[src/rtl/exec_pool_pkg.sv]
// rtl/exec_pool_pkg.sv - shared types and constants for the execution-pool arbiter
//
// Purpose: payload structs for the issue and writeback sides and the
// in-flight counter width. The struct field widths are the canonical
// seq-num / physical-register widths of this slice. exec_pool_arbiter's
// width parameters default to them and must be left equal to them.
package exec_pool_pkg;

  localparam int c_seq_num_bits   = 5;
  localparam int c_phys_addr_bits = 6;
  localparam int c_inflight_bits  = 4;

  typedef struct packed {
    logic [c_seq_num_bits-1:0]   seq_num;
    logic [c_phys_addr_bits-1:0] preg;
    logic [31:0]                 op1;
    logic [31:0]                 op2;
  } exec_pool_req_t;

  typedef struct packed {
    logic [c_seq_num_bits-1:0]   seq_num;
    logic [c_phys_addr_bits-1:0] preg;
    logic [31:0]                 wdata;
  } exec_pool_res_t;

endpackage

[src/rtl/rr_arbiter.sv]
// rtl/rr_arbiter.sv - round-robin arbiter with an internal priority pointer
//
// Purpose: grants the first requester at or after ptr (mod p_width). On fire,
// ptr moves to one past the granted index and wraps to 0 after p_width-1.
// Ports:
//   clk, rst  clock, async active-high reset (ptr <= 0)
//   req       request vector
//   fire      the current grant was consumed this cycle
//   gnt       one-hot grant (all zero when there is no request)
//   gnt_idx   binary index of gnt (0 when there is no request)
//   ptr       current priority pointer (registered)
module rr_arbiter #(
  parameter int p_width = 2,
  localparam int c_idx_bits = (p_width > 1) ? $clog2(p_width) : 1
) (
  input  logic                  clk,
  input  logic                  rst,
  input  logic [p_width-1:0]    req,
  input  logic                  fire,
  output logic [p_width-1:0]    gnt,
  output logic [c_idx_bits-1:0] gnt_idx,
  output logic [c_idx_bits-1:0] ptr
);

  localparam logic [c_idx_bits-1:0] c_last = c_idx_bits'(p_width - 1);

  always_comb begin
    logic found;
    int   idx;
    found   = 1'b0;
    idx     = 0;
    gnt     = '0;
    gnt_idx = '0;
    // Walk offsets from the pointer. The first hit wins, so the search
    // order itself gives the rotating priority.
    for (int off = 0; off < p_width; off++) begin
      idx = int'(ptr) + off;
      if (idx >= p_width) idx = idx - p_width;
      if (!found && req[idx]) begin
        found   = 1'b1;
        gnt_idx = idx[c_idx_bits-1:0];
      end
    end
    if (found) gnt[gnt_idx] = 1'b1;
  end

  always_ff @(posedge clk or posedge rst) begin
    if (rst) begin
      ptr <= '0;
    end else if (fire) begin
      ptr <= (gnt_idx == c_last) ? '0 : gnt_idx + c_idx_bits'(1);
    end
  end

endmodule

[src/rtl/exec_pool_arbiter.sv]
// rtl/exec_pool_arbiter.sv - shares one issue stream across a pool of units and merges results
//
// Purpose: dispatches each issue request to one execution unit, chosen
// round-robin among the ready units. The dispatch is zero-latency and the
// payload goes unchanged to every unit. Results are merged round-robin into
// a one-entry writeback register with latency 1. The number of
// dispatched-but-unreturned operations is capped at p_max_inflight.
// Optional feature: define EXEC_POOL_PERF_EN to add the perf counters.
// Ports:
//   clk, rst                       clock, async active-high reset
//   in_val/in_rdy, in_*            issue stream from decode/issue
//   unit_val/unit_rdy, unit_*      per-unit dispatch handshake, broadcast payload
//   res_val/res_rdy, res_*         per-unit result streams, packed per unit
//   out_val/out_rdy, out_*         merged writeback stream
//   inflight                       current in-flight count
//   perf_dispatch, perf_full_stall, perf_wb_stall   (EXEC_POOL_PERF_EN only)
module exec_pool_arbiter
  import exec_pool_pkg::*;
#(
  parameter int p_num_units      = 2,
  parameter int p_seq_num_bits   = c_seq_num_bits,
  parameter int p_phys_addr_bits = c_phys_addr_bits,
  parameter int p_max_inflight   = 4
) (
  input  logic                                  clk,
  input  logic                                  rst,
  input  logic                                  in_val,
  output logic                                  in_rdy,
  input  logic [p_seq_num_bits-1:0]             in_seq_num,
  input  logic [p_phys_addr_bits-1:0]           in_preg,
  input  logic [31:0]                           in_op1,
  input  logic [31:0]                           in_op2,
  output logic [p_num_units-1:0]                unit_val,
  input  logic [p_num_units-1:0]                unit_rdy,
  output logic [p_seq_num_bits-1:0]             unit_seq_num,
  output logic [p_phys_addr_bits-1:0]           unit_preg,
  output logic [31:0]                           unit_op1,
  output logic [31:0]                           unit_op2,
  input  logic [p_num_units-1:0]                res_val,
  output logic [p_num_units-1:0]                res_rdy,
  input  logic [p_num_units*p_seq_num_bits-1:0] res_seq_num,
  input  logic [p_num_units*p_phys_addr_bits-1:0] res_preg,
  input  logic [p_num_units*32-1:0]             res_wdata,
  output logic                                  out_val,
  input  logic                                  out_rdy,
  output logic [p_seq_num_bits-1:0]             out_seq_num,
  output logic [p_phys_addr_bits-1:0]           out_preg,
  output logic [31:0]                           out_wdata,
  output logic [c_inflight_bits-1:0]            inflight
`ifdef EXEC_POOL_PERF_EN
  ,
  output logic [p_num_units*32-1:0]             perf_dispatch,
  output logic [31:0]                           perf_full_stall,
  output logic [31:0]                           perf_wb_stall
`endif
);

  localparam int c_idx_bits = (p_num_units > 1) ? $clog2(p_num_units) : 1;

  logic [p_num_units-1:0] disp_gnt;
  logic [c_idx_bits-1:0]  disp_idx;
  logic [c_idx_bits-1:0]  disp_ptr;
  logic                   disp_fire;

  logic [p_num_units-1:0] res_req;
  logic [p_num_units-1:0] res_gnt;
  logic [c_idx_bits-1:0]  res_idx;
  logic [c_idx_bits-1:0]  res_ptr;
  logic                   res_fire;
  logic                   out_accept;

  exec_pool_res_t         out_q;

  // Dispatch side. in_rdy looks only at unit readiness and the in-flight
  // cap, never at in_val, so the issue handshake has no val->rdy path.
  assign in_rdy    = (|unit_rdy) && (inflight < c_inflight_bits'(p_max_inflight));
  assign disp_fire = in_val && in_rdy;
  assign unit_val  = disp_gnt & {p_num_units{disp_fire}};

  assign unit_seq_num = in_seq_num;
  assign unit_preg    = in_preg;
  assign unit_op1     = in_op1;
  assign unit_op2     = in_op2;

  rr_arbiter #(.p_width(p_num_units)) u_disp_arb (
    .clk     (clk),
    .rst     (rst),
    .req     (unit_rdy),
    .fire    (disp_fire),
    .gnt     (disp_gnt),
    .gnt_idx (disp_idx),
    .ptr     (disp_ptr)
  );

  // Result side. The register can take a new result when it is empty or
  // when it drains this cycle, so back-to-back results keep 1/cycle.
  assign out_accept = !out_val || out_rdy;
  assign res_req    = res_val & {p_num_units{out_accept}};
  assign res_rdy    = res_gnt;
  assign res_fire   = |(res_val & res_rdy);

  rr_arbiter #(.p_width(p_num_units)) u_res_arb (
    .clk     (clk),
    .rst     (rst),
    .req     (res_req),
    .fire    (res_fire),
    .gnt     (res_gnt),
    .gnt_idx (res_idx),
    .ptr     (res_ptr)
  );

  always_ff @(posedge clk or posedge rst) begin
    if (rst) begin
      out_val <= 1'b0;
      out_q   <= '0;
    end else if (res_fire) begin
      out_val       <= 1'b1;
      out_q.seq_num <= res_seq_num[res_idx*p_seq_num_bits +: p_seq_num_bits];
      out_q.preg    <= res_preg[res_idx*p_phys_addr_bits +: p_phys_addr_bits];
      out_q.wdata   <= res_wdata[res_idx*32 +: 32];
    end else if (out_rdy) begin
      out_val <= 1'b0;
    end
  end

  assign out_seq_num = out_q.seq_num;
  assign out_preg    = out_q.preg;
  assign out_wdata   = out_q.wdata;

  // The count goes down when a unit hands back a result, not when that
  // result drains from the writeback register.
  always_ff @(posedge clk or posedge rst) begin
    if (rst) begin
      inflight <= '0;
    end else begin
      case ({disp_fire, res_fire})
        2'b10:   inflight <= inflight + c_inflight_bits'(1);
        2'b01:   inflight <= inflight - c_inflight_bits'(1);
        default: inflight <= inflight;
      endcase
    end
  end

  inflight_underflow : assert property (@(posedge clk) disable iff (rst)
    !(res_fire && !disp_fire && (inflight == '0)));

`ifdef EXEC_POOL_PERF_EN
  always_ff @(posedge clk or posedge rst) begin
    if (rst) begin
      perf_dispatch   <= '0;
      perf_full_stall <= '0;
      perf_wb_stall   <= '0;
    end else begin
      for (int i = 0; i < p_num_units; i++) begin
        if (unit_val[i]) perf_dispatch[i*32 +: 32] <= perf_dispatch[i*32 +: 32] + 32'd1;
      end
      if (in_val && !in_rdy)   perf_full_stall <= perf_full_stall + 32'd1;
      if (out_val && !out_rdy) perf_wb_stall   <= perf_wb_stall + 32'd1;
    end
  end
`endif

endmodule

[config.mk]
export PLATFORM = sky130hd
export DESIGN_NAME = exec_pool_arbiter
export DESIGN_NICKNAME = d
export VERILOG_FILES = /design/src/rtl/exec_pool_pkg.sv /design/src/rtl/rr_arbiter.sv /design/src/rtl/exec_pool_arbiter.sv
export SDC_FILE = /design/constraint.sdc
export NUM_CORES = 1
export LEC_CHECK = 0
export ABC_AREA = 1
export CORE_AREA = 2 2 114 116
export DETAILED_ROUTE_END_ITERATION = 12
export DIE_AREA = 0 0 116 118
export PLACE_DENSITY = 0.7
export SYNTH_ARGS = -nofsm -noshare
export SYNTH_HDL_FRONTEND = slang
export SYNTH_HIERARCHICAL = 1
export SYNTH_SLANG_ARGS = --single-unit
[constraint.sdc]
create_clock -name clk -period 2.5 [get_ports clk]
set_input_delay 0.375 -clock clk [delete_from_list [all_inputs] [get_ports clk]]
set_output_delay 0.375 -clock clk [all_outputs]
set_load 0.02 [all_outputs]
Word-level counts from Yosys, hierarchy flattened
Index checks and enable logic that the tools add are counted.
{"block": "word_totals", "regBits": 50, "inputBits": 169}
{"block": "op_classes", "n_addsub": 10, "reduce_logical": 14, "muxes": 35, "eq_ne": 2, "order_cmp": 13, "n_shift": 3, "bitwise": 3, "multipliers": 2}
{"op": "32-bit by 3-bit less-than comparator with 1-bit output (second input constant)", "n": 4}
{"op": "32-bit two-way mux", "n": 4}
{"op": "32-bit by 3-bit >= comparator with 1-bit output (second input constant)", "n": 2}
{"op": "64-bit by 7-bit indexed part select with 32-bit output", "n": 1}
{"op": "32-bit by 3-bit subtractor with 32-bit output (second input constant)", "n": 2}
{"op": "1-bit two-way mux", "n": 26}
{"op": "12-bit by 5-bit indexed part select with 6-bit output", "n": 1}
{"op": "10-bit by 5-bit indexed part select with 5-bit output", "n": 1}
{"op": "4-bit one-hot mux with 2 select lines", "n": 1}
{"op": "2-bit AND", "n": 3}
{"op": "1-bit logical AND", "n": 6}
{"op": "1-bit by 2-bit subtractor with 3-bit output (second input constant)", "n": 2}
{"op": "1-bit by 1-bit adder with 2-bit output (second input constant)", "n": 2}
{"op": "4-bit by 1-bit adder with 4-bit output (second input constant)", "n": 1}
{"op": "1-bit by 2-bit >= comparator with 1-bit output (second input constant)", "n": 2}
{"op": "1-bit by 2-bit less-than comparator with 1-bit output (second input constant)", "n": 2}
{"op": "4-bit by 3-bit less-than comparator with 1-bit output (second input constant)", "n": 1}
{"op": "1-bit by 3-bit multiplier with 4-bit output (second input constant)", "n": 1}
{"op": "2-bit two-way mux", "n": 2}
{"op": "2-bit nonzero test", "n": 2}
{"op": "2-bit OR reduction", "n": 2}
{"op": "4-bit by 1-bit subtractor with 4-bit output (second input constant)", "n": 1}
{"op": "1-bit zero test", "n": 3}
{"op": "1-bit by 2-bit multiplier with 3-bit output (second input constant)", "n": 1}
{"op": "6 further kinds", "n": 9}

Logic depth before layout (Yosys ltp)
Gate-level depths: netlist (run 1).
{"block": "logic_depth", "depth_word": 19, "mapped_depth": 17, "mapped_depth_nobuf": 17}

Cells and area by module
Netlist (run 1), hierarchy kept.
{"mod": "exec_pool_arbiter", "seq_area_each_um2": 1201.2, "area_per_inst_um2": 3136.8, "cells_per_inst": 405, "n_inst": 1}
{"mod": "rr_arbiter", "seq_area_each_um2": 25.0, "area_per_inst_um2": 73.8, "cells_per_inst": 12, "n_inst": 2}

Least setup slack after synthesis (run 1)
OpenSTA, ideal clock, no wires.
{"block": "synth_timing", "path_type": "flip-flop to flip-flop", "start": "register out_val", "end": "register inflight[2]", "path_stages_with_launch": 16, "path_buffers": 0, "synth_period_minus_slack_ps": 2373, "path_slack_ps": 127, "arrival_time_ps": 2244, "setup_time_ps": 129, "path_cell_list": "dfrtp_1 -> a21boi_0 -> nand2_1 -> nand2_2 -> inv_2 -> nor2_2 -> nand2_1 -> nand2_2 -> ha_1 -> nand2_1 -> inv_1 -> nor2_2 -> ha_1 -> a21oi_1 -> xor2_1 -> o21ai_0"}
{"block": "synth_between", "elab_chain_cells": 19}
{"item": "from (decl)", "line_no": "exec_pool_arbiter.sv:44", "rtl": "output logic out_val,"}
{"item": "from (signal assigned)", "line_no": "exec_pool_arbiter.sv:114", "rtl": "out_val <= 1'b0;"}
{"item": "from (signal assigned)", "line_no": "exec_pool_arbiter.sv:117", "rtl": "out_val <= 1'b1;"}
{"item": "from (signal assigned)", "line_no": "exec_pool_arbiter.sv:122", "rtl": "out_val <= 1'b0;"}
{"item": "1-bit zero test (*)", "line_no": "exec_pool_arbiter.sv:97", "rtl": "assign out_accept = !out_val || out_rdy;"}
{"item": "1-bit logical OR (*)", "line_no": "exec_pool_arbiter.sv:97"}
{"item": "2-bit AND (*)", "line_no": "exec_pool_arbiter.sv:98", "rtl": "assign res_req = res_val & {p_num_units{out_accept}};"}
{"item": "named net res_req[0]", "line_no": "exec_pool_arbiter.sv:65", "rtl": "logic [p_num_units-1:0] res_req;"}
{"item": "1-bit two-way mux (implied by the code) (3 in series)", "line_no": "rr_arbiter.sv:39", "rtl": "if (!found && req[idx]) begin"}
{"item": "1-bit two-way mux", "line_no": "rr_arbiter.sv:39"}
{"item": "1-bit zero test", "line_no": "rr_arbiter.sv:39"}
{"item": "1-bit logical AND", "line_no": "rr_arbiter.sv:39"}
{"item": "[1 not listed]"}
{"item": "named net res_idx", "line_no": "exec_pool_arbiter.sv:67", "rtl": "logic [c_idx_bits-1:0] res_idx;"}
{"item": "[3 not listed]"}
{"item": "1-bit demux with 1-bit select (*)"}
{"item": "2-bit two-way mux (*)", "line_no": "rr_arbiter.sv:44", "rtl": "if (found) gnt[gnt_idx] = 1'b1;"}
{"item": "named net res_rdy[0]", "line_no": "exec_pool_arbiter.sv:40", "rtl": "output logic [p_num_units-1:0] res_rdy,"}
{"item": "2-bit AND (*)", "line_no": "exec_pool_arbiter.sv:100", "rtl": "assign res_fire = |(res_val & res_rdy);"}
{"item": "2-bit OR reduction (*)", "line_no": "exec_pool_arbiter.sv:100"}
{"item": "named net res_fire", "line_no": "exec_pool_arbiter.sv:69", "rtl": "logic res_fire;"}
{"item": "2-bit by 1-bit == test with 1-bit output / 2-bit == test (equally long branches)", "line_no": "exec_pool_arbiter.sv:136", "rtl": "case ({disp_fire, res_fire})"}
{"item": "4-bit one-hot mux with 2 select lines / 2-bit nonzero test (equally long branches)"}
{"item": "to (signal assigned)", "line_no": "exec_pool_arbiter.sv:137", "rtl": "2'b10: inflight <= inflight + c_inflight_bits'(1);"}
{"item": "to (signal assigned)", "line_no": "exec_pool_arbiter.sv:138", "rtl": "2'b01: inflight <= inflight - c_inflight_bits'(1);"}
{"item": "to (signal assigned)", "line_no": "exec_pool_arbiter.sv:139", "rtl": "default: inflight <= inflight;"}
{"item": "to (decl)", "line_no": "exec_pool_arbiter.sv:49", "rtl": "output logic [c_inflight_bits-1:0] inflight"}
The timed path passes the listed nets; every way through them passes the cells marked *. The select of a mux whose other input is x is not followed.
A chain may end at the register's enable or synchronous reset.

Worst setup path after layout (run 1)
{"block": "layout_timing", "start": "input out_rdy", "end": "output res_rdy[1]"}
{"block": "layout_between", "elab_chain_cells": 14}
{"item": "from (decl)", "line_no": "exec_pool_arbiter.sv:45", "rtl": "input logic out_rdy,"}
{"item": "1-bit logical OR (*)", "line_no": "exec_pool_arbiter.sv:97"}
{"item": "2-bit AND (*)", "line_no": "exec_pool_arbiter.sv:98"}
{"item": "named net res_req[1]", "line_no": "exec_pool_arbiter.sv:65"}
{"item": "1-bit two-way mux (implied by the code) (3 in series)", "line_no": "rr_arbiter.sv:39"}
{"item": "1-bit two-way mux", "line_no": "rr_arbiter.sv:39"}
{"item": "1-bit zero test", "line_no": "rr_arbiter.sv:39"}
{"item": "1-bit logical AND", "line_no": "rr_arbiter.sv:39"}
{"item": "1-bit two-way mux", "line_no": "rr_arbiter.sv:39"}
{"item": "1-bit by 2-bit less-than comparator with 1-bit output (implied by the code) / 1-bit >= comparator (equally long branches)", "line_no": "rr_arbiter.sv:44"}
{"item": "1-bit logical AND (implied by the code)", "line_no": "rr_arbiter.sv:44"}
{"item": "1-bit two-way mux (implied by the code)", "line_no": "rr_arbiter.sv:44"}
{"item": "1-bit demux with 1-bit select"}
{"item": "2-bit two-way mux (*)", "line_no": "rr_arbiter.sv:44"}
{"item": "to (decl)", "line_no": "exec_pool_arbiter.sv:40"}
Marks and branches as above.

==> metrics.cfg, run 1 <==
[critical_path]
crit_path_max_incr_delay_ps=590
cp.arrival_ps=2000
ff2ff_path_depth=15
crit_fanout=3
cp_data_required_time_ps=2120
worstSetupStartpointType=primary input
crit_family=buffers and inverters
reg2reg_slack_ps=350
cp_num_cells=7
crit_buf_inv=5
crit_path_cell_trace=clkdlybuf4s50_1, inv_1, a21boi_1, nand2_2, inv_1, buf_4, clkdlybuf4s50_1
cp_slowest_cell=clkdlybuf4s50_1
worstSetupPathType=primary input to output pin
endpoint_kind=output pin

[yosys]
synth_top_family_by_area=buffers and inverters
ys_types=25
netlist_instances=429
synth-xor-area-share_pct=0.800
syn_area_per_cell_um2=7.66
synthMuxAreaShare_pct=0
synth_compound_area_share_pct=15.2
synthAdderAreaFrac_pct=1.14
synth_simple_gate_area_share_pct=15.4
synth-seq-area-share_pct=38.1
ys_seq_elements=50
synth_nets=601
ys_warn_count=6
syn-cell-area_um2=3280

[drt]
ant_nets=0
drtIter0Drc=91
routed_wl_um=8020
viasPerCell=4.18
drt-pass1-iter-count=4
vias=2803
wl_per_cell_um=12.0
drcViolationCount=0

[global_route]
gr-total-overflow=0
first_global_vias=2717
grt_use_total_pct=11.5
grt_max_degree=87
grt_pass1_wl_um=12800
antenna_found_initial=0

[power_and_ir_drop]
powerDensity_nw_per_um2=906
leakagePower_nw=2.13
ir_drop_mv=0.349
power_w=0.00413

[placement]
dpl.hpwl_um=6180
gp_congestion=0.744
place_ws_ps=-270
io_buffers=146

[sta]
clock_skew_ps=3.58
worst_slack_ps=127
drv_slew=0
worst_pin_slew_ps=733
setup_tns_ps=0
timing.final.crit_period_ps=2370
relSlewSlack_pct=51.2
finalSetupViolations=0
clock.fmax_mhz=421
fin_crit_sh_pct=94.9
finalHoldViolCount=0

[finish]
drive_above_1_share_pct=8.22
fill_cells=1287
seq_area_um2=1250
final_cell_mix=clkdlybuf4s50_1 (143), nand2_1 (109), inv_1 (58)
area_growth_pct=38.8
fin_util_pct=36.7
fin_nets=670
multi_input_area_um2=1090
diodes=0
layout_commonest_cell=clkdlybuf4s50_1

[cts]
h-tree-depth=2
clk_latency_ps=280
numCtsBuffers=5
cts.sinks=50
root_buffer=clkbuf_16
cts_hold_buf=0
clk_pin_slew_ps=70
cts_tree=yes
cts_max_path_buffers=2

[worst_hold_path]
min_path_type=primary input to asynchronous set/reset pin

[floorplanning]
dieArea_um2=13700
ios=297
initial_core_util_pct=26.5
fp.dieW_um=116
row_count=41
core_area_um2=12400
die_y_um=118

[status]
status=complete, no violations

[job]
maxCapViolCount=0

==> cells in the mapped netlist <==
cell type	n	area, um^2
nor2_2	3	18.8
xnor2_1	2	17.5
nand2_2	3	18.8
nor2_1	6	22.5
buf_4	75	563
a21boi_0	2	15.0
xor2_1	1	8.76
inv_4	1	6.26
nor3_2	1	10.0
inv_1	59	221
clkbuf_2	7	35.0
o21ai_1	38	190
o21ai_2	10	87.6
nand3_1	3	15.0
buf_6	5	56.3
nand2_1	109	409
buf_12	1	20.0
dfrtp_1	50	1250
o21ai_0	40	200
or2_0	2	12.5
buf_8	3	45.0
a21oi_1	1	5.00
inv_2	2	7.51
buf_2	2	10.0
ha_1	3	37.5
==> flip-flops by register name, indices dropped and copies added, names as in the netlist <==
register	cells
out_wdata	32
out_preg	6
out_seq_num	5
inflight	4
out_val	1
u_disp_arb/ptr	1
u_res_arb/ptr	1
==> power breakdown <==
| group | switching, W | internal (W) |
|---|---|---|
| Sequential | 0.000191 | 0.00110 |
| Clock | 0.000294 | 0.000601 |
| Combinational | 0.00101 | 0.000937 |
==> final cells by class <==
class	count	share of cell area, %
Timing Repair Buffer	155	34.4
Sequential cell	50	27.4
Multi-Input combinational cell	224	23.9
Inverter	62	5.16
Tap cell	172	4.72
Clock buffer	6	3.05
Clock inverter	2	1.32
==> stage by stage <==
| step | area [um^2] | hold WS (ps) | instances |
|---|---|---|---|
| finish | 4560 | 312 | 671 |
| global route | 4560 | 305 | 671 |
| CTS | 4530 | 296 | 670 |
| detailed placement | 4330 | 476 | 662 |
| global placement | 4330 | 465 | 662 |
| floorplan | 3280 | 104 | 429 |
==> repair_timing <==
action / in CTS / in global routing
pin swaps: 0 / 2
hold endpoints to repair: 0 / 0
gates cloned: 0 / 0
endpoints found under the setup margin: 2 / 2
buffers inserted: 0 / 1
resized for setup: 1 / 8
==> logic make-up after synthesis <==
logic type | after synthesis
compound gates | 91
xor+xnor | 3
fa+ha+maj | 3
buf+inv | 155
flops | 50
simple gates | 127
==> layer usage <==
metal	track usage, %	up-vias	share of wire, %
met1	12.7	1262	39
met4	4.99	0	3.3
met5	0	-	0
met2	19.3	134	47
li1	-	1378	-
met3	4.27	29	10
==> worst paths after layout <==
kind | to | from
max | res_rdy[1] | out_rdy
min | u_disp_arb/ptr$_DFFE_PP0P_ | rst
max reg2reg | inflight[2]$_DFFE_PP0P_ | out_val$_DFFE_PP0P_
min reg2reg | out_wdata[24]$_DFFE_PP0P_ | out_wdata[24]$_DFFE_PP0P_
max in group asynchronous | out_preg[1]$_DFFE_PP0P_ | rst
min in group clk | out_wdata[24]$_DFFE_PP0P_ | out_wdata[24]$_DFFE_PP0P_
(Power assumes the default switching activity.)
==> run 2: changes to the inputs <==
==> constraint.sdc (replaced) <==
create_clock -name clk -period 2.5 [get_ports clk]
set_input_delay 0.5 -clock clk [delete_from_list [all_inputs] [get_ports clk]]
set_output_delay 0.5 -clock clk [all_outputs]
set_load 0.02 [all_outputs]
==> run 2 against run 1 <==
  * Register-to-register slack improved by 120 ps
  * Combinational power about the same
  * Clock-buffer cell count unchanged
  * Critical path type unchanged
  * Largest power group unchanged
==> metrics.cfg, run 2 (synthesis gave the netlist of run 1 again) <==
[finish]
drive_above_1_share_pct=9.16  ; was 8.22%
final_cell_count_no_fill=674  ; was 671
final_cell_mix=clkdlybuf4s50_1 (142), nand2_1 (109), inv_1 (57)  ; was clkdlybuf4s50_1 (143), nand2_1 (109), inv_1 (58)
diodes=0  ; unchanged
layout_commonest_cell=clkdlybuf4s50_1  ; unchanged
fill_cells=1277  ; was 1287
fin_nets=673  ; was 670
seq_area_um2=1250  ; unchanged
multi_input_area_um2=1090  ; about the same
fin_area_um2=4530  ; was 4560 um^2
area_growth_pct=37.9  ; was 38.8%
largest_reg_flops=32  ; unchanged

[critical_path]
worstSetupStartpointType=primary input  ; unchanged
crit_path_max_incr_delay_ps=590  ; about the same
cp.arrival_ps=1910  ; was 2000 ps
crit_fanout=3  ; unchanged
critPathMostFrequentCell=clkdlybuf4s50_1
crit_buf_inv=3  ; was 5
crit_path_cell_trace=clkdlybuf4s50_1, nor2_1, nor3_2, buf_4, clkdlybuf4s50_1  ; was clkdlybuf4s50_1, inv_1, a21boi_1, nand2_2, inv_1, buf_4, clkdlybuf4s50_1
cp_slowest_cell=clkdlybuf4s50_1  ; unchanged
cp_data_required_time_ps=2000  ; was 2120 ps
crit_family=buffers and inverters  ; unchanged
endpoint_kind=output pin  ; unchanged
worstSetupPathType=primary input to output pin  ; unchanged

[drt]
viasPerCell=4.10  ; was 4.18
wl_per_cell_um=12.0  ; about the same
drcViolationCount=0  ; unchanged
drtIter0Drc=77  ; was 91
vias=2761  ; was 2803
drt-pass1-iter-count=4  ; unchanged
routed_wl_um=8080  ; was 8020 um
ant_nets=0  ; unchanged

[cts]
clk_pin_slew_ps=70  ; about the same
cts_max_path_buffers=2  ; unchanged
numCtsBuffers=5  ; unchanged
cts.sinks=50  ; unchanged
h-tree-depth=2  ; unchanged
root_buffer=clkbuf_16  ; unchanged
clk_latency_ps=290  ; was 280 ps
cts_tree=yes  ; unchanged

[global_route]
grt_pass1_wl_um=12900  ; was 12800 um
antenna_found_initial=0  ; unchanged
first_global_vias=2710  ; was 2717
grt_max_degree=87  ; unchanged
grt_use_total_pct=11.7  ; was 11.5%
gr-total-overflow=0  ; unchanged

[power_and_ir_drop]
leakagePower_nw=2.10  ; was 2.13 nW
ir_drop_mv=0.320  ; was 0.349 mV
power_w=0.00395  ; was 0.00413 W
powerDensity_nw_per_um2=873  ; was 906 nW/um^2

[status]
status=complete, no violations  ; unchanged

[floorplanning]
ios=297  ; unchanged
initial_core_util_pct=26.5  ; unchanged
core_area_um2=12400  ; unchanged
dieArea_um2=13700  ; unchanged
row_count=41  ; unchanged
fp.dieW_um=116  ; unchanged
die_y_um=118  ; unchanged

[sta]
relSlewSlack_pct=50.5  ; was 51.2%
fin_crit_sh_pct=96.3  ; was 94.9%
clock_skew_ps=5.46  ; was 3.58 ps
timing.final.crit_period_ps=2410  ; was 2370 ps
finalSetupViolations=0  ; unchanged
setup_tns_ps=0  ; unchanged
worst_pin_slew_ps=743  ; was 733 ps
finalHoldViolCount=0  ; unchanged
hold_ws_ps=441  ; was 312 ps
clock.fmax_mhz=415  ; was 421 MHz
drv_slew=0  ; unchanged

[job]
maxCapViolCount=0  ; unchanged

[placement]
placed_cells=665  ; was 662
io_buffers=146  ; unchanged
gp_congestion=0.808  ; was 0.744
dpl.hpwl_um=6140  ; was 6180 um
placed_area_um2=4350  ; was 4330 um^2

[worst_hold_path]
min_path_type=primary input to asynchronous set/reset pin  ; unchanged

-- run 2: stage by stage --
step	setup slack (ps)	utilization [%]
after floorplan	90.7	-
after global placement	-199	35.1
after detailed placement	-316	35.1
after CTS	47.5	36.2
after global routing	-35.0	36.5
final	92.4	36.5
-- run 2: per-layer routing --
metal	vias up	track usage, %	share of wire (%)
li1	1390	-	-
met1	1209	13.1	39
met2	129	19.1	48
met3	33	4.38	9.8
met4	0	5.95	3.8
met5	-	0	0
-- run 2: where the power goes --
part           switching, W  internal, W  total [W]  leakage [nW]
sequential         0.000191      0.00110    0.00129         0.606
combinational       0.00101     0.000952    0.00196          1.42
clock              0.000303     0.000397   0.000700        0.0729
total               0.00150      0.00245    0.00395          2.10
-- run 2: worst register-to-register path: cells and delay by family (launching register included) --
family,cells,cell delay (ps)
DFF,1,430
adders and majority gates,2,350
AOI/OAI and AO/OA,3,350
buffers and inverters,2,110
and+or+nand+nor,7,520
xor gates and xnor gates,1,160
-- run 2: cell type report --
cell class	count	area share [%]
multi-input combinational	224	24.1
clock inverter	2	0.276
tap	172	4.75
clock buffer	6	3.07
timing repair buffer	158	35.0
inverter	62	5.19
sequential	50	27.6
-- run 2: final timing paths --
path	slack (ps)	cells after the start	endpoint	from
setup / recovery	90	5	in_rdy	unit_rdy[0]
hold / removal	440	2	u_disp_arb/ptr$_DFFE_PP0P_	rst
setup reg to reg	470	15	inflight[2]$_DFFE_PP0P_	out_val$_DFFE_PP0P_
hold reg to reg	490	2	out_wdata[18]$_DFFE_PP0P_	out_wdata[18]$_DFFE_PP0P_
max in group asynchronous	1370	3	out_preg[3]$_DFFE_PP0P_	rst
min in group clk	490	2	out_wdata[18]$_DFFE_PP0P_	out_wdata[18]$_DFFE_PP0P_
-- run 2: timing repair --
item | CTS | global route
pin swaps | 0 | 3
endpoints found under the setup margin | 5 | 1
buffers inserted | 0 | 1
hold buffers | 0 | 0
gates resized for setup | 6 | 7
==> run 3: changes to the inputs <==
- CAP_MARGIN: not set -> 40
==> results of run 3 <==
Same layout as run 2: the final DEF is identical, and so are final timing and power.
==> RTL edit 1 (config.mk and constraints of run 1) <==
Set the package constant `c_inflight_bits` to 6 (it was 4).
--- a/src/rtl/exec_pool_pkg.sv
+++ b/src/rtl/exec_pool_pkg.sv
@@ -9,5 +9,5 @@
   localparam int c_seq_num_bits   = 5;
   localparam int c_phys_addr_bits = 6;
-  localparam int c_inflight_bits  = 4;
+  localparam int c_inflight_bits  = 6;
 
   typedef struct packed {
Interface: changed (resized inflight); port bits go from 297 to 299. No check against the original RTL was run, so the function may have changed too.
==> RTL edit 1 against run 1 <==
  * Hold slack improved by 15 ps
  * Count of clock-buffer cells in the layout did not move
  * Total power rose by 1.4%
  * Cell area rose by 2.8%
  * Sequential cell count rose by 2
  * Core utilization rose by 1.0 points
  * Clock skew rose by 2.5 ps
  * Routed wire length rose by 7.5%
  * Synthesized area rose by 3.5%
  * Setup slack improved by 6.0 ps
  * Sequential power rose by 5%
  * Fmax rose by 0.25%
  * Critical endpoint is now inflight[5]
==> RTL edit 1: results <==
metrics = {
    "worst_hold_path": {
        "timing.hold.worst.class": "primary input to asynchronous set/reset pin",
    },
    "detailed_routing": {
        "wl_met1_um": 3281,
        "met2_length_um": 4186,
        "overall_via_count_from_detail_route": 2931,
        "drt_iter0_markers": 115,
        "met3WireLength_um": 690,
        "postRouteWirelength_um": 8623,
    },
    "place": {
        "preCtsSetupSlack_ps": -385.7,
        "gp_congestion": 0.7242,
        "place.detailed.instances": 690,
        "io_buffer_count": 148,
        "detailedPlacementHpwl_um": 6798,
        "placedInstanceArea_mm2": 0.004517,
    },
    "clock_tree": {
        "clk_transition_reported_paths_ps": 70,
        "post_cts_resized": 3,
        "postCtsSetupRepairBufs": 0,
    },
    "pwr": {
        "p_leak_nw": 2.219,
        "clock_network_power_consumption_w": 0.000653,
        "pwr-share-clk": 0.156,
        "max-vdd-ir-drop_mv": 0.3371,
        "switching_power_w": 0.001626,
        "seqPwrFrac": 0.324,
    },
    "global_routing": {
        "grt_remaining_overflow": 0,
        "via_count_of_the_first_global_routing_pass": 2977,
        "grt_util_met3": 0.03347,
        "grt_first_pass_wirelength_um": 13680,
        "grt_usage": 0.1239,
        "grt_util_met2": 0.2153,
        "use_met1": 0.1278,
    },
    "yosys": {
        "netlist_top_cells_count": "111 x sky130_fd_sc_hd__nand2_1, 75 x sky130_fd_sc_hd__buf_4, 64 x sky130_fd_sc_hd__inv_1",
        "fraction_of_synthesized_cell_area_in_xor_and_xnor_cells": 0.005153,
        "post_synth_inst_count": 451,
        "post_synth_fa_ha_maj_area_fraction": 0.02429,
        "post_synth_main_area_contributors": "sky130_fd_sc_hd__dfrtp_1 38%, sky130_fd_sc_hd__buf_4 17%, sky130_fd_sc_hd__nand2_1 12%, sky130_fd_sc_hd__inv_1 7.1%, sky130_fd_sc_hd__o21ai_1 6.9%",
        "syn_nets": 626,
        "synth_compound_gate_area_share": 0.1469,
        "ys_seq_area_frac": 0.3828,
        "count_of_cell_types_in_the_netlist": 24,
    },
    "critical_path": {
        "largest_stage_delay_on_the_critical_path_ps": 460,
        "largest_delay_contributor_family_on_the_critical_path": "simple AND/OR/NAND/NOR gates",
        "critPathArrivalTime_ps": 2550,
        "path_max_fanout": 6,
    },
    "final_layout": {
        "fillCellCount": 1301,
        "num_antenna_cells": 0,
        "flip_flop_count_of_the_largest_register_after_layout": 32,
        "instances_no_fill": 697,
        "drive_gt1_frac": 0.06857,
        "final_cell_area_mm2": 0.004687,
    },
    "outcome": {
        "result_of_the_run": "completed",
    },
    "sta": {
        "clock-skew-final_ps": 6.077,
        "tightest_slew_margin_relative_to_the_limit": 0.5209,
    },
}
[RTL edit 1: cell count changes in the layout (fill, tap and decap cells not counted), sizes merged, moves of 2 or more]
cell           before  now
nand3               3    6
a21oi               1    3
inv                62   67
bufinv              2    0
ha                  3    5
buf                 9   13
dfrtp              50   52
nand2             112  114
o21ai              88   91
clkdlybuf4s50     143  145
[RTL edit 1: layout make-up]
type	instances	area share
Timing Repair Buffer	161	0.3465
Sequential cell	52	0.2776
Multi-Input combinational cell	238	0.2472
Inverter	67	0.05419
Tap cell	172	0.04592
Clock buffer	6	0.02750
Clock inverter	1	0.001068
[RTL edit 1: worst paths after layout]
check                      slack, ps            from  cells past startpoint             end
max in group asynchronous       1400             rst                      3    out_wdata[1]
min in group clk                 480  out_seq_num[1]                      2  out_seq_num[1]
min reg2reg                      480  out_seq_num[1]                      2  out_seq_num[1]
min                              330             rst                      2  u_disp_arb/ptr
max reg2reg                      300         out_val                     15     inflight[5]
max                              130         out_rdy                     17     inflight[5]
==> RTL edit 2 (settings of run 1) <==
Without the edit above. Add a define of `EXEC_POOL_PERF_EN`.
--- a/src/rtl/exec_pool_arbiter.sv
+++ b/src/rtl/exec_pool_arbiter.sv
@@ -15,4 +15,6 @@
 //   inflight                       current in-flight count
 //   perf_dispatch, perf_full_stall, perf_wb_stall   (EXEC_POOL_PERF_EN only)
+`define EXEC_POOL_PERF_EN
+
 module exec_pool_arbiter
   import exec_pool_pkg::*;
Check against the original RTL (old outputs only; new: perf_dispatch, perf_full_stall and perf_wb_stall): equivalent (equiv_simple and equiv_induct, registers matched by name and starting in step).
==> RTL edit 2 against run 1 <==
  * The run now fails in 3_2_place_iop
  * Synthesized area grew to 3.1 times the old value
==> RTL edit 2: results <==
metrics = {
    "outcome": {
        "first-error": "[ERROR PPL-0024] Number of IO pins (425) exceeds maximum number of available positions (414). Increase the die perimeter from 468.00um to 578.00um.",
        "result_of_the_run": "stopped before the end",
        "stop_stage": "3_2_place_iop",
    },
    "yosys": {
        "post_synth_inst_count": 1328,
        "combined_area_of_all_synthesized_cells_mm2": 0.01016,
        "count_of_cell_types_in_the_netlist": 32,
        "syn_nets": 1504,
        "synth_seq_cells": 178,
        "ys_seq_area_frac": 0.4385,
        "netlist_top_cells_count": "384 x sky130_fd_sc_hd__nand2_1, 178 x sky130_fd_sc_hd__dfrtp_1, 171 x sky130_fd_sc_hd__inv_1",
        "synth.yosys.warnings": 6,
        "synth_async_sr_flop_share": 1.000,
        "post_synth_main_area_contributors": "sky130_fd_sc_hd__dfrtp_1 44%, sky130_fd_sc_hd__nand2_1 14%, sky130_fd_sc_hd__inv_1 6.3%, sky130_fd_sc_hd__buf_4 5.8%, sky130_fd_sc_hd__o21ai_0 4.6%",
        "synth_flop_cell": "sky130_fd_sc_hd__dfrtp_1",
    },
}
RTL edit 2: changes by cell type after synthesis, sizes merged, moves of 36 or more:
cell / change
nor2: +136
nand3: +60
nand2: +277
inv: +116
xnor2: +39
xor2: +36
dfrtp: +128
nand4: +60
RTL edit 2: cell families after synthesis:
logic type / after synthesis / share of synthesized area
xor gates and xnor gates: 78 / 0.06726
and+or+nand+nor: 689 / 0.3018
adders and majority gates: 7 / 0.008622
DFF: 178 / 0.4385
muxes: 1 / 0.001109
buffers and inverters: 276 / 0.1325
AOI/OAI and AO/OA: 99 / 0.05014
